$ cat config.mk
export PLATFORM = sky130hd
export DESIGN_NAME = writeback_unit_way0
export DESIGN_NICKNAME = d
export VERILOG_FILES = /design/src/rtl/writeback_unit_way0.sv
export SDC_FILE = /design/constraint.sdc
export NUM_CORES = 1
export LEC_CHECK = 0
export CAP_MARGIN = 20
export CORE_ASPECT_RATIO = 1.75
export CORE_MARGIN = 8
export CORE_UTILIZATION = 49
export CTS_BUF_LIST = sky130_fd_sc_hd__clkbuf_8
export CTS_CLUSTER_DIAMETER = 50
export DETAILED_ROUTE_END_ITERATION = 10
export HOLD_SLACK_MARGIN = 0.1
export PLACE_DENSITY_LB_ADDON = 0.25
export SETUP_SLACK_MARGIN = 0.05
export SLEW_MARGIN = 25
export SYNTH_ARGS = -nofsm -noshare
export SYNTH_HDL_FRONTEND = slang
export SYNTH_SLANG_ARGS = --single-unit
$ cat constraint.sdc
create_clock -name clk -period 6.4 [get_ports clk]
set_input_delay 0.64 -clock clk [delete_from_list [all_inputs] [get_ports clk]]
set_output_delay 0.64 -clock clk [all_outputs]
set_load 0.05 [all_outputs]
$ cat src/rtl/writeback_unit_way0.sv
`default_nettype none
// ============================================================================
// Module      : writeback_unit_way0
// Description : Way0 write-back stage. Holds results in an in-order FIFO,
//               drives the RegFile write port, retires in order, offers a
//               forwarding lookup and checks pipeline-ID sequencing.
//               Optional macro WB_PERF_EN adds portStallCount_o.
// Revision    : 1.0 - initial release
// ============================================================================
module writeback_unit_way0 #(
    parameter int DATA_W = 64,
    parameter int ADDR_W = 5,
    parameter int PID_W  = 2,
    parameter int DEPTH  = 2
) (
    input  logic              clk,
    input  logic              reset_n,
    input  logic              valid_i,
    output logic              ready_o,
    input  logic              rdWriteEnable_i,
    input  logic [ADDR_W-1:0] rdAddr_i,
    input  logic [DATA_W-1:0] rdData_i,
    input  logic [PID_W-1:0]  way0_pID_i,
    output logic              wbWriteEnable_o,
    output logic [ADDR_W-1:0] wbAddr_o,
    output logic [DATA_W-1:0] wbData_o,
    input  logic              wbReady_i,
    input  logic [ADDR_W-1:0] fwdAddr_i,
    output logic              fwdHit_o,
    output logic [DATA_W-1:0] fwdData_o,
    output logic              retireValid_o,
    output logic [PID_W-1:0]  retirePID_o,
    output logic [31:0]       retireCount_o,
    output logic              pidError_o
`ifdef WB_PERF_EN
    ,
    output logic [31:0]       portStallCount_o
`endif
);

    localparam int c_PTR_W = (DEPTH > 1) ? $clog2(DEPTH) : 1;
    localparam int c_CNT_W = c_PTR_W + 1;

    logic              r_we   [DEPTH];
    logic [ADDR_W-1:0] r_addr [DEPTH];
    logic [DATA_W-1:0] r_data [DEPTH];
    logic [PID_W-1:0]  r_pid  [DEPTH];

    logic [c_PTR_W-1:0] r_wr_ptr;
    logic [c_PTR_W-1:0] r_rd_ptr;
    logic [c_CNT_W-1:0] r_count;
    logic [PID_W-1:0]   r_exp_pid;
    logic [31:0]        r_retire_cnt;
    logic               r_pid_err;

    logic w_in_reset;
    logic w_empty;
    logic w_full;
    logic w_head_needs;
    logic w_push;
    logic w_pop;

    // reset_n is active-high despite its name
    assign w_in_reset   = reset_n;
    assign w_empty      = (r_count == '0);
    assign w_full       = (r_count == c_CNT_W'(DEPTH));
    assign w_head_needs = r_we[r_rd_ptr] && (r_addr[r_rd_ptr] != '0);

    assign ready_o         = !w_full;
    assign w_push          = valid_i && ready_o;
    assign wbWriteEnable_o = !w_in_reset && !w_empty && w_head_needs;
    assign retireValid_o   = !w_in_reset && !w_empty && (!w_head_needs || wbReady_i);
    assign w_pop           = retireValid_o;

    assign wbAddr_o      = w_empty ? '0 : r_addr[r_rd_ptr];
    assign wbData_o      = w_empty ? '0 : r_data[r_rd_ptr];
    assign retirePID_o   = w_empty ? '0 : r_pid[r_rd_ptr];
    assign retireCount_o = r_retire_cnt;
    assign pidError_o    = r_pid_err;

    // Payload storage carries no reset; occupancy alone defines validity
    always_ff @(posedge clk) begin
        if (w_push) begin
            r_we[r_wr_ptr]   <= rdWriteEnable_i;
            r_addr[r_wr_ptr] <= rdAddr_i;
            r_data[r_wr_ptr] <= rdData_i;
            r_pid[r_wr_ptr]  <= way0_pID_i;
        end
    end

    always_ff @(posedge clk) begin
        if (w_in_reset) begin
            r_wr_ptr     <= '0;
            r_rd_ptr     <= '0;
            r_count      <= '0;
            r_exp_pid    <= '0;
            r_retire_cnt <= '0;
            r_pid_err    <= 1'b0;
        end else begin
            if (w_push) begin
                r_wr_ptr <= r_wr_ptr + c_PTR_W'(1);
            end
            if (w_pop) begin
                r_rd_ptr     <= r_rd_ptr + c_PTR_W'(1);
                r_retire_cnt <= r_retire_cnt + 32'd1;
            end
            case ({w_push, w_pop})
                2'b10:   r_count <= r_count + c_CNT_W'(1);
                2'b01:   r_count <= r_count - c_CNT_W'(1);
                default: r_count <= r_count;
            endcase
            // Mismatch is flagged but the expected ID resynchronises to the new one
            if (w_push) begin
                if (way0_pID_i != r_exp_pid) begin
                    r_pid_err <= 1'b1;
                end
                r_exp_pid <= way0_pID_i + PID_W'(1);
            end
        end
    end

    // Per-age match: age 0 is the head, age DEPTH-1 the youngest possible
    logic [c_PTR_W-1:0] w_slot  [DEPTH];
    logic               w_match [DEPTH];

    for (genvar g = 0; g < DEPTH; g++) begin : g_fwd
        assign w_slot[g]  = r_rd_ptr + c_PTR_W'(g);
        assign w_match[g] = (c_CNT_W'(g) < r_count) && r_we[w_slot[g]] &&
                            (r_addr[w_slot[g]] == fwdAddr_i) && (fwdAddr_i != '0);
    end

    always_comb begin
        fwdHit_o  = 1'b0;
        fwdData_o = '0;
        for (int i = 0; i < DEPTH; i++) begin
            if (w_match[i]) begin
                fwdHit_o  = 1'b1;
                fwdData_o = r_data[w_slot[i]];
            end
        end
    end

`ifdef WB_PERF_EN
    logic [31:0] r_stall_cnt;

    always_ff @(posedge clk) begin
        if (w_in_reset) begin
            r_stall_cnt <= '0;
        end else if (!w_empty && w_head_needs && !wbReady_i) begin
            r_stall_cnt <= r_stall_cnt + 32'd1;
        end
    end

    assign portStallCount_o = r_stall_cnt;
`endif

endmodule
`default_nettype wire

# ---- Word-level counts from Yosys, hierarchy flattened
# Memories as Yosys holds them, arrays and structs flattened. A register that Yosys moved wholly into a read port is not among the register bits.
# Index checks and enable logic that the tools add are counted.
# W data, S select, Z words.
dict set report totals {
  mem_count 4
  out_inout_bits 172
  word_cells 63
  ram_bits 144
  ff_bits 39
}
# name depth word_bits read_ports rd_ports_with_merged_regs write_ports line_no
set mem_list {}
lappend mem_list {r_data 2 64 2 1 1 46} ;# logic [DATA_W-1:0] r_data [DEPTH];
lappend mem_list {r_addr 2 5 2 1 1 45} ;# logic [ADDR_W-1:0] r_addr [DEPTH];
lappend mem_list {r_pid 2 2 1 1 1 47} ;# logic [PID_W-1:0] r_pid [DEPTH];
lappend mem_list {r_we 2 1 2 1 1 44} ;# logic r_we [DEPTH];
dict set report classes {
  n_addsub 6
  order_cmp 2
  eq_ne 6
  muxes 18
  n_reduce_logical 21
}
# operator count
set ops {}
lappend ops {{$mux W64} 3}
lappend ops {{$add A32 B1 Y32 const B} 1}
lappend ops {{$mux W1} 12}
lappend ops {{$logic_and A1 B1 Y1} 11}
lappend ops {{$eq A5 B5 Y1} 2}
lappend ops {{$reduce_bool A5 Y1} 2}
lappend ops {{$mux W5} 1}
lappend ops {{$add A2 B1 Y2 const B} 2}
lappend ops {{$eq A2 B2 Y1 const B} 2}
lappend ops {{$logic_not A1 Y1} 4}
lappend ops {{$lt A1 B2 Y1 const A} 2}
lappend ops {{$pmux W2 S2} 1}
lappend ops {{$add A1 B1 Y1 const B} 2}
lappend ops {{$eq A2 B1 Y1 const B} 1}
lappend ops {{$logic_not A2 Y1} 1}
lappend ops {{$mux W2} 1}
lappend ops {{$ne A2 B2 Y1} 1}
lappend ops {{$reduce_and A2 Y1} 1}
lappend ops {{$reduce_bool A2 Y1} 1}
lappend ops {{$sub A2 B1 Y2 const B} 1}
lappend ops {{$logic_or A1 B1 Y1} 1}

# ---- Logic depth before layout (Yosys ltp)
# Gate-level depths: netlist (run 1).
dict set report logic_depth {
  word_depth 7
  mapped_depth 9
}

# ---- Worst setup path after synthesis (run 1)
# Ideal clock, no wire load.
dict set report synth_path {
  kind {input to register}
  from {input valid_i}
  to {memory r_addr[0][0], enable pin}
  setup_ns 0.502
  t_arrival_ns 4.087
  cell_stages 4
  setup_slack_ns 1.810
  n_path_buf 1
  cell_sequence {nor2b_1 clkbuf_1 inv_1 nor2_1}
}
dict set report synth_via {
  elab_chain_cells 3
}
# item line_no
set synth_lines {}
lappend synth_lines {{start: declaration} 18} ;# input logic valid_i,
lappend synth_lines {{$logic_and A1 B1 Y1} 70} ;# assign w_push = valid_i && ready_o;
lappend synth_lines {{$mux W1} 83} ;# if (w_push) begin
lappend synth_lines {{$mux W1 (not written as such)} 85} ;# r_addr[r_wr_ptr] <= rdAddr_i;
lappend synth_lines {{end: declaration} 45}
# Every way passes these cells.

# ---- Worst setup path after layout (run 1)
dict set report layout_path {
  from {register r_rd_ptr}
  to {output fwdData_o[4]}
}
dict set report layout_via {
  elab_chain_cells 6
  elab_cells_between_ends 9
  classes_between {add/sub (1); eq/ne (1); mux (1); reduce/logical (3); memory (3)}
}
# item line_no
set layout_lines {}
lappend layout_lines {{start: declaration} 50} ;# logic [c_PTR_W-1:0] r_rd_ptr;
lappend layout_lines {{start signal: assignment} 104} ;# r_rd_ptr <= r_rd_ptr + c_PTR_W'(1);
lappend layout_lines {{$add A1 B1 Y1 (*)} 127} ;# assign w_slot[g] = r_rd_ptr + c_PTR_W'(g);
lappend layout_lines {{$mem_v2 Z2 W5 / $mem_v2 Z2 W1 (equally long branches)} n/a}
lappend layout_lines {{$eq A5 B5 Y1 / $logic_and A1 B1 Y1 (equally long branches)} {129, 128}}
lappend layout_lines {{$logic_and A1 B1 Y1} 128} ;# assign w_match[g] = (c_CNT_W'(g) < r_count) && r_we[w_slot[g]] &&
lappend layout_lines {{$logic_and A1 B1 Y1} 129} ;# (r_addr[w_slot[g]] == fwdAddr_i) && (fwdAddr_i != '0);
lappend layout_lines {{$mux W64 (*)} 136} ;# if (w_match[i]) begin
lappend layout_lines {{end: declaration} 30} ;# output logic [DATA_W-1:0] fwdData_o,
# Every way passes the cells marked *; elsewhere a longest branch is shown, timed or not.

==> metrics.csv, run 1 <==
metric,value,unit
crit path DAT,4.34,ns
count of cell types in the netlist,43,
via density per instance,5.531,
CP max-delay cell,clkdlybuf4s50_1,
Die H,188.0,um
post-CTS resize count,0,
total power,4.289,mW
pin count of the biggest net entering global routing,79,
Hold Slack,0.4948,ns
I/O Buffers,252,
vias,6184,
largest cells by area after synthesis,"edfxtp_1 52%, dfxtp_1 9.7%, mux2i_1 9.4%, a22o_1 6.9%, nor2_1 5.1%",
FILL cells,1282,
main combinational cell family by area after synthesis,simple AND/OR/NAND/NOR gates,
CTS hold repair buffers,0,
post-synthesis mux area share,9.834,%
crit path max fanout,36,
syn nets,724,
post-CTS setup buffers,0,
initial antenna violation count,1,
root buf cell,clkbuf_8,
Synth Area in Adders,0.7553,%
max_slew headroom,32.31,%
final slew viol count,0,
fin crit period,4.976,ns
post-synthesis sequential area ratio,61.87,%
Async SR Flop Fraction,0,%
share of layout cells above drive strength 1,5.737,%
Initial Util,49.33,%
row cnt,63,
critical path's largest stage delay,0.82,ns
Simple-Gate Fraction of Synth Area,11.16,%
GRT Total Usage,21.82,%
critical path cell sequence,"mux2i_1, xnor2_1, nor4_2, nand3_2, mux2_2, buf_4, a22o_1, clkdlybuf4s50_1",
die area,21480,um2
CTS Buf Count,17,
"EDFF count, synth",144,
CP Class,flop to output port,
Pre-antenna DRT Iters,5,
register area,5129,um2
unrepaired setup endpoints after global routing,no,
vias in the first global route,6578,
Multi-input gate area,2890,um2
DR WL/cell,20.91,um
Peak Freq,201.0,MHz
DR iter-0 viols,338,
VDD IR max,181.4,uV
Fin Setup TNS,0,ns
Worst-path clk slew,0.09,ns
GPL Wtd Cong,0.8785,
Residual DRC,0,
period utilization,77.75,%
placed cell areas,10900,um2
first-pass GRT wire length,36.27,mm
required time worst endpoint,5.76,ns
H-tree depth,4,
main flop type after synthesis,edfxtp_1,
leakage,3.691,nW
Worst-Skew Late Latency,0.45,ns
die width,114.3,um
CP Capture Type,output port,
Final HPWL DP,16.94,mm
top-area cell type share of the netlist area,52.21,%
worst clock skew,0.01861,ns
maxcap violations,0,
Compound-Gate Fraction of Synth Area,8.338,%
core area,16790,um2
grt ovf,0,
CTS Buffer Depth,2,
Routed WL,23.38,mm
CP startpoint kind,flop,
TritonCTS clock tree,done,
io pins,253,
finished layout cell area,11260,um2
cell count after synthesis,638,
top post-synthesis cells by count,"144 x edfxtp_1, 112 x nor2_1, 78 x mux2i_1",
nets@finish,962,
synth warn,0,
worst-margin pin slew,1.015,ns
Finish-stage setup viols,0,
P per Cell Area,380.8,nW/um2
post-synth top area cell,edfxtp_1,
number of routed nets with antenna violations,0,
xor/xnor cell area share of the yosys netlist,4.653,%
final-report hold violation count,0,
"Cell Area, Synth",8283,um2
Hold WC Path Type,flop to flop,
"Avg Cell Area, Syn",12.98,um2
clk sinks,184,
cell with the most instances after synthesis,edfxtp_1,
run status,"complete, no violations",
Area Growth Syn to Fin,35.98,%
number of synthesized register bits,184,
==> path summary, 6_finish.rpt <==
path	start	endpoint	slack, ns	cells past startpoint
setup reg to reg	r_count[0]	r_data[0][40]	3.35	6
hold / removal	pidError_o	pidError_o	0.49	2
hold reg to reg	pidError_o	pidError_o	0.49	2
setup / recovery	r_rd_ptr	fwdData_o[4]	1.42	8
==> through the flow <==
stage	setup WS (ns)	util, %	std cells
final	1.424	67.08	1118
after global routing	1.158	67.07	1117
after CTS	1.377	67.05	1116
after detailed placement	1.450	64.90	1084
after global placement	1.580	64.90	1084
after floorplan	1.810	-	638
==> registers in the layout (all words and copies together), names as in the netlist, named ones only <==
name           cells
retireCount_o     32
r_exp_pid          2
r_we               2
r_wr_ptr           1
r_rd_ptr           1
pidError_o         1
r_data           128
r_count            2
r_pid              4
r_addr            10
==> cell families after synthesis <==
family | after synthesis
adder cells (fa/ha/maj) | 5
AO/OA/AOI/OAI | 86
buffers and inverters | 45
XOR/XNOR | 44
AND/OR/NAND/NOR | 194
multiplexers | 80
flip-flops | 184
==> area by class of cell <==
class / instances / area share (%)
Sequential cell: 184 / 45.53
Multi-Input combinational cell: 409 / 25.66
Timing Repair Buffer: 259 / 22.86
Tap cell: 227 / 2.522
Clock buffer: 17 / 2.077
Clock inverter: 15 / 1.133
Inverter: 5 / 0.1666
Antenna cell: 2 / 0.04443
==> critical path: cells and delay by family (launching register included) <==
family                    cells  cell delay (ns)
muxes                         2             1.10
DFF                           1             0.67
and+or+nand+nor               2             0.49
buffers and inverters         2             1.25
AOI/OAI and AO/OA             1             0.19
xor gates and xnor gates      1             0.14
==> report_power, final <==
part | leakage (nW) | internal, mW | switching [mW]
Sequential | 1.67 | 1.50 | 0.127
Clock | 0.193 | 0.285 | 0.442
Combinational | 1.83 | 0.622 | 1.31
Total | 3.69 | 2.41 | 1.88
==> cell usage in the layout, fill, tap and decap left out, types with 2 or more instances in the layout <==
master / n
a211oi_1: 5
a21oi_1: 7
a22o_1: 65
and3_1: 2
and4_1: 3
buf_4: 7
clkbuf_8: 17
clkdlybuf4s50_1: 252
clkinv_4: 2
dfxtp_1: 39
diode_2: 2
edfxtp_1: 144
ha_1: 4
inv_1: 6
inv_6: 6
inv_8: 4
mux2i_1: 78
nand2_1: 14
nand3_1: 13
nand4_1: 9
nor2_1: 111
nor3_1: 7
nor4_1: 10
o21ai_0: 8
or3_1: 7
or4_1: 3
xnor2_1: 29
xor2_1: 15
==> layer usage <==
metal  global-route usage (%)  wire (um)  vias to the layer above
met4                    11.23        973                        0
met1                    21.91       8094                     3025
met3                    5.765       1630                       49
met2                    39.86      12680                      252
met5                        0          0                        -
li1                         -          -                     2858
Power figures use the tool's default switching activity.
==> run 2, diff against run 1 <==
==> constraint.sdc (replaced) <==
create_clock -name clk -period 5.16 [get_ports clk]
set_input_delay 0.516 -clock clk [delete_from_list [all_inputs] [get_ports clk]]
set_output_delay 0.516 -clock clk [all_outputs]
set_load 0.05 [all_outputs]
==> metrics.csv, run 2 (synthesized netlist as in run 1, its figures left out) <==
metric,value,unit,change
H-tree depth,4,,unchanged
Finish-stage setup viols,0,,unchanged
via density per instance,5.528,,was 5.531
worst-margin pin slew,0.9522,ns,was 1.015 ns
run status,"complete, no violations",,unchanged
Layout Cells excl Fill,1122,,was 1118
Die H,188.0,um,unchanged
critical path's largest stage delay,0.87,ns,was 0.82 ns
TritonCTS clock tree,done,,unchanged
period utilization,92.06,%,
final-report hold violation count,0,,unchanged
CTS Buffer Depth,2,,unchanged
io pins,253,,unchanged
Metal-1 WL,8.016,mm,was 8.094 mm
Hold WC Path Type,flop to flop,,unchanged
Peak Freq,210.5,MHz,
Util after Layout,67.63,%,was 67.08%
initial antenna violation count,4,,was 1
Area Growth Syn to Fin,37.08,%,was 35.98%
final slew viol count,0,,unchanged
CP Class,flop to output port,,unchanged
max_slew headroom,36.52,%,was 32.31%
CTS hold repair buffers,0,,unchanged
Routed WL,23.26,mm,was 23.38 mm
VDD IR max,239.5,uV,was 181.4 uV
Final HPWL DP,16.81,mm,was 16.94 mm
leakage,3.720,nW,was 3.691 nW
CP Capture Type,output port,,unchanged
grt ovf,0,,unchanged
die width,114.3,um,unchanged
nets@finish,964,,was 962
Worst-path clk slew,0.10,ns,was 0.09 ns
required time worst endpoint,4.64,ns,was 5.76 ns
crit path DAT,4.23,ns,was 4.34 ns
worst clock skew,0.01636,ns,was 0.01861 ns
GRT Total Usage,21.79,%,was 21.82%
unrepaired setup endpoints after global routing,no,,unchanged
P per Cell Area,474.6,nW/um2,was 380.8 nW/um2
post-CTS resize count,0,,unchanged
vias in the first global route,6784,,was 6578
CTS Buf Count,17,,unchanged
clk sinks,184,,unchanged
max layer used,met4,,unchanged
CP startpoint kind,flop,,unchanged
Placed Instances,1085,,was 1084
"commonest non-fill, non-tap cells in the layout","252 x clkdlybuf4s50_1, 144 x edfxtp_1, 111 x nor2_1, 78 x mux2i_1, 65 x a22o_1",,unchanged
final worst slack,0.4098,ns,was 1.424 ns
pin count of the biggest net entering global routing,79,,unchanged
wire length on met2,12.23,mm,was 12.68 mm
maxcap violations,0,,unchanged
DR WL/cell,20.73,um,was 20.91 um
max reg flops,128,,unchanged
total power,5.389,mW,was 4.289 mW
GPL Wtd Cong,0.8739,,was 0.8785
core area,16790,um2,unchanged
root buf cell,clkbuf_8,,unchanged
DR WL met3,1.718,mm,was 1.630 mm
"most common cell after layout, fill and taps aside",clkdlybuf4s50_1,,unchanged
critical path cell sequence,"mux2i_1, xnor2_1, nor4_2, nand3_2, mux2_2, buf_4, a22o_1, clkdlybuf4s50_1",,unchanged
post-CTS setup buffers,0,,unchanged
row cnt,63,,unchanged
Pre-antenna DRT Iters,4,,was 5
DR iter-0 viols,415,,was 338
I/O Buffers,252,,unchanged
number of routed nets with antenna violations,0,,unchanged
dpl ws,0.6173,ns,was 1.450 ns
first-pass GRT wire length,36.40,mm,was 36.27 mm
Initial Util,49.33,%,unchanged
Residual DRC,0,,unchanged
CP max-delay cell,clkdlybuf4s50_1,,unchanged
crit path max fanout,40,,was 36
Fin Setup TNS,0,ns,unchanged
vias,6202,,was 6184
share of layout cells above drive strength 1,5.948,%,was 5.737%
die area,21480,um2,unchanged
fin crit period,4.750,ns,
Largest Register,r_data,,unchanged
Worst-Skew Late Latency,0.44,ns,was 0.45 ns
run 2: worst max-delay path: cells and delay by family (launching register included):
kind | cells | cell delay, ns
xor+xnor | 1 | 0.11
buf+inv | 2 | 1.36
compound gates | 1 | 0.20
flops | 1 | 0.67
simple gates | 2 | 0.54
mux | 2 | 0.89
run 2: final timing paths:
| path | startpoint | end | slack, ns | cells after the start |
|---|---|---|---|---|
| min reg2reg | pidError_o | pidError_o | 0.50 | 2 |
| min | pidError_o | pidError_o | 0.50 | 2 |
| max | r_rd_ptr | fwdData_o[3] | 0.41 | 8 |
| max reg2reg | r_count[0] | retireCount_o[30] | 2.19 | 9 |
run 2: area by class of cell:
type	count	area [um2]
Antenna cell	4	10.01
Clock buffer	17	234.0
Clock inverter	15	161.4
Fill cell	1275	5435
Inverter	5	18.77
Multi-Input combinational cell	409	2890
Sequential cell	184	5129
Tap cell	227	284.0
Timing Repair Buffer	261	2628
run 2: routing by layer:
layer | global-route usage (%) | up-vias
li1 | - | 2864
met1 | 21.29 | 2990
met2 | 39.01 | 278
met3 | 6.216 | 70
met4 | 13.70 | 0
met5 | 0 | -
run 2: power by group:
part	internal [mW]	total, mW	switching (mW)
registers	1.86	2.01	0.155
logic	0.787	2.42	1.63
clock network	0.404	0.954	0.549
total	3.05	5.39	2.34
run 2: metrics by stage:
| stage | hold slack [ns] | cell area (um2) |
|---|---|---|
| finish | 0.4966 | 11350 |
| floorplan | 0.4901 | 8283 |
| global placement | 0.4511 | 10930 |
| global route | 0.5222 | 11350 |
| detailed placement | 0.4732 | 10930 |
| CTS | 0.5015 | 11320 |
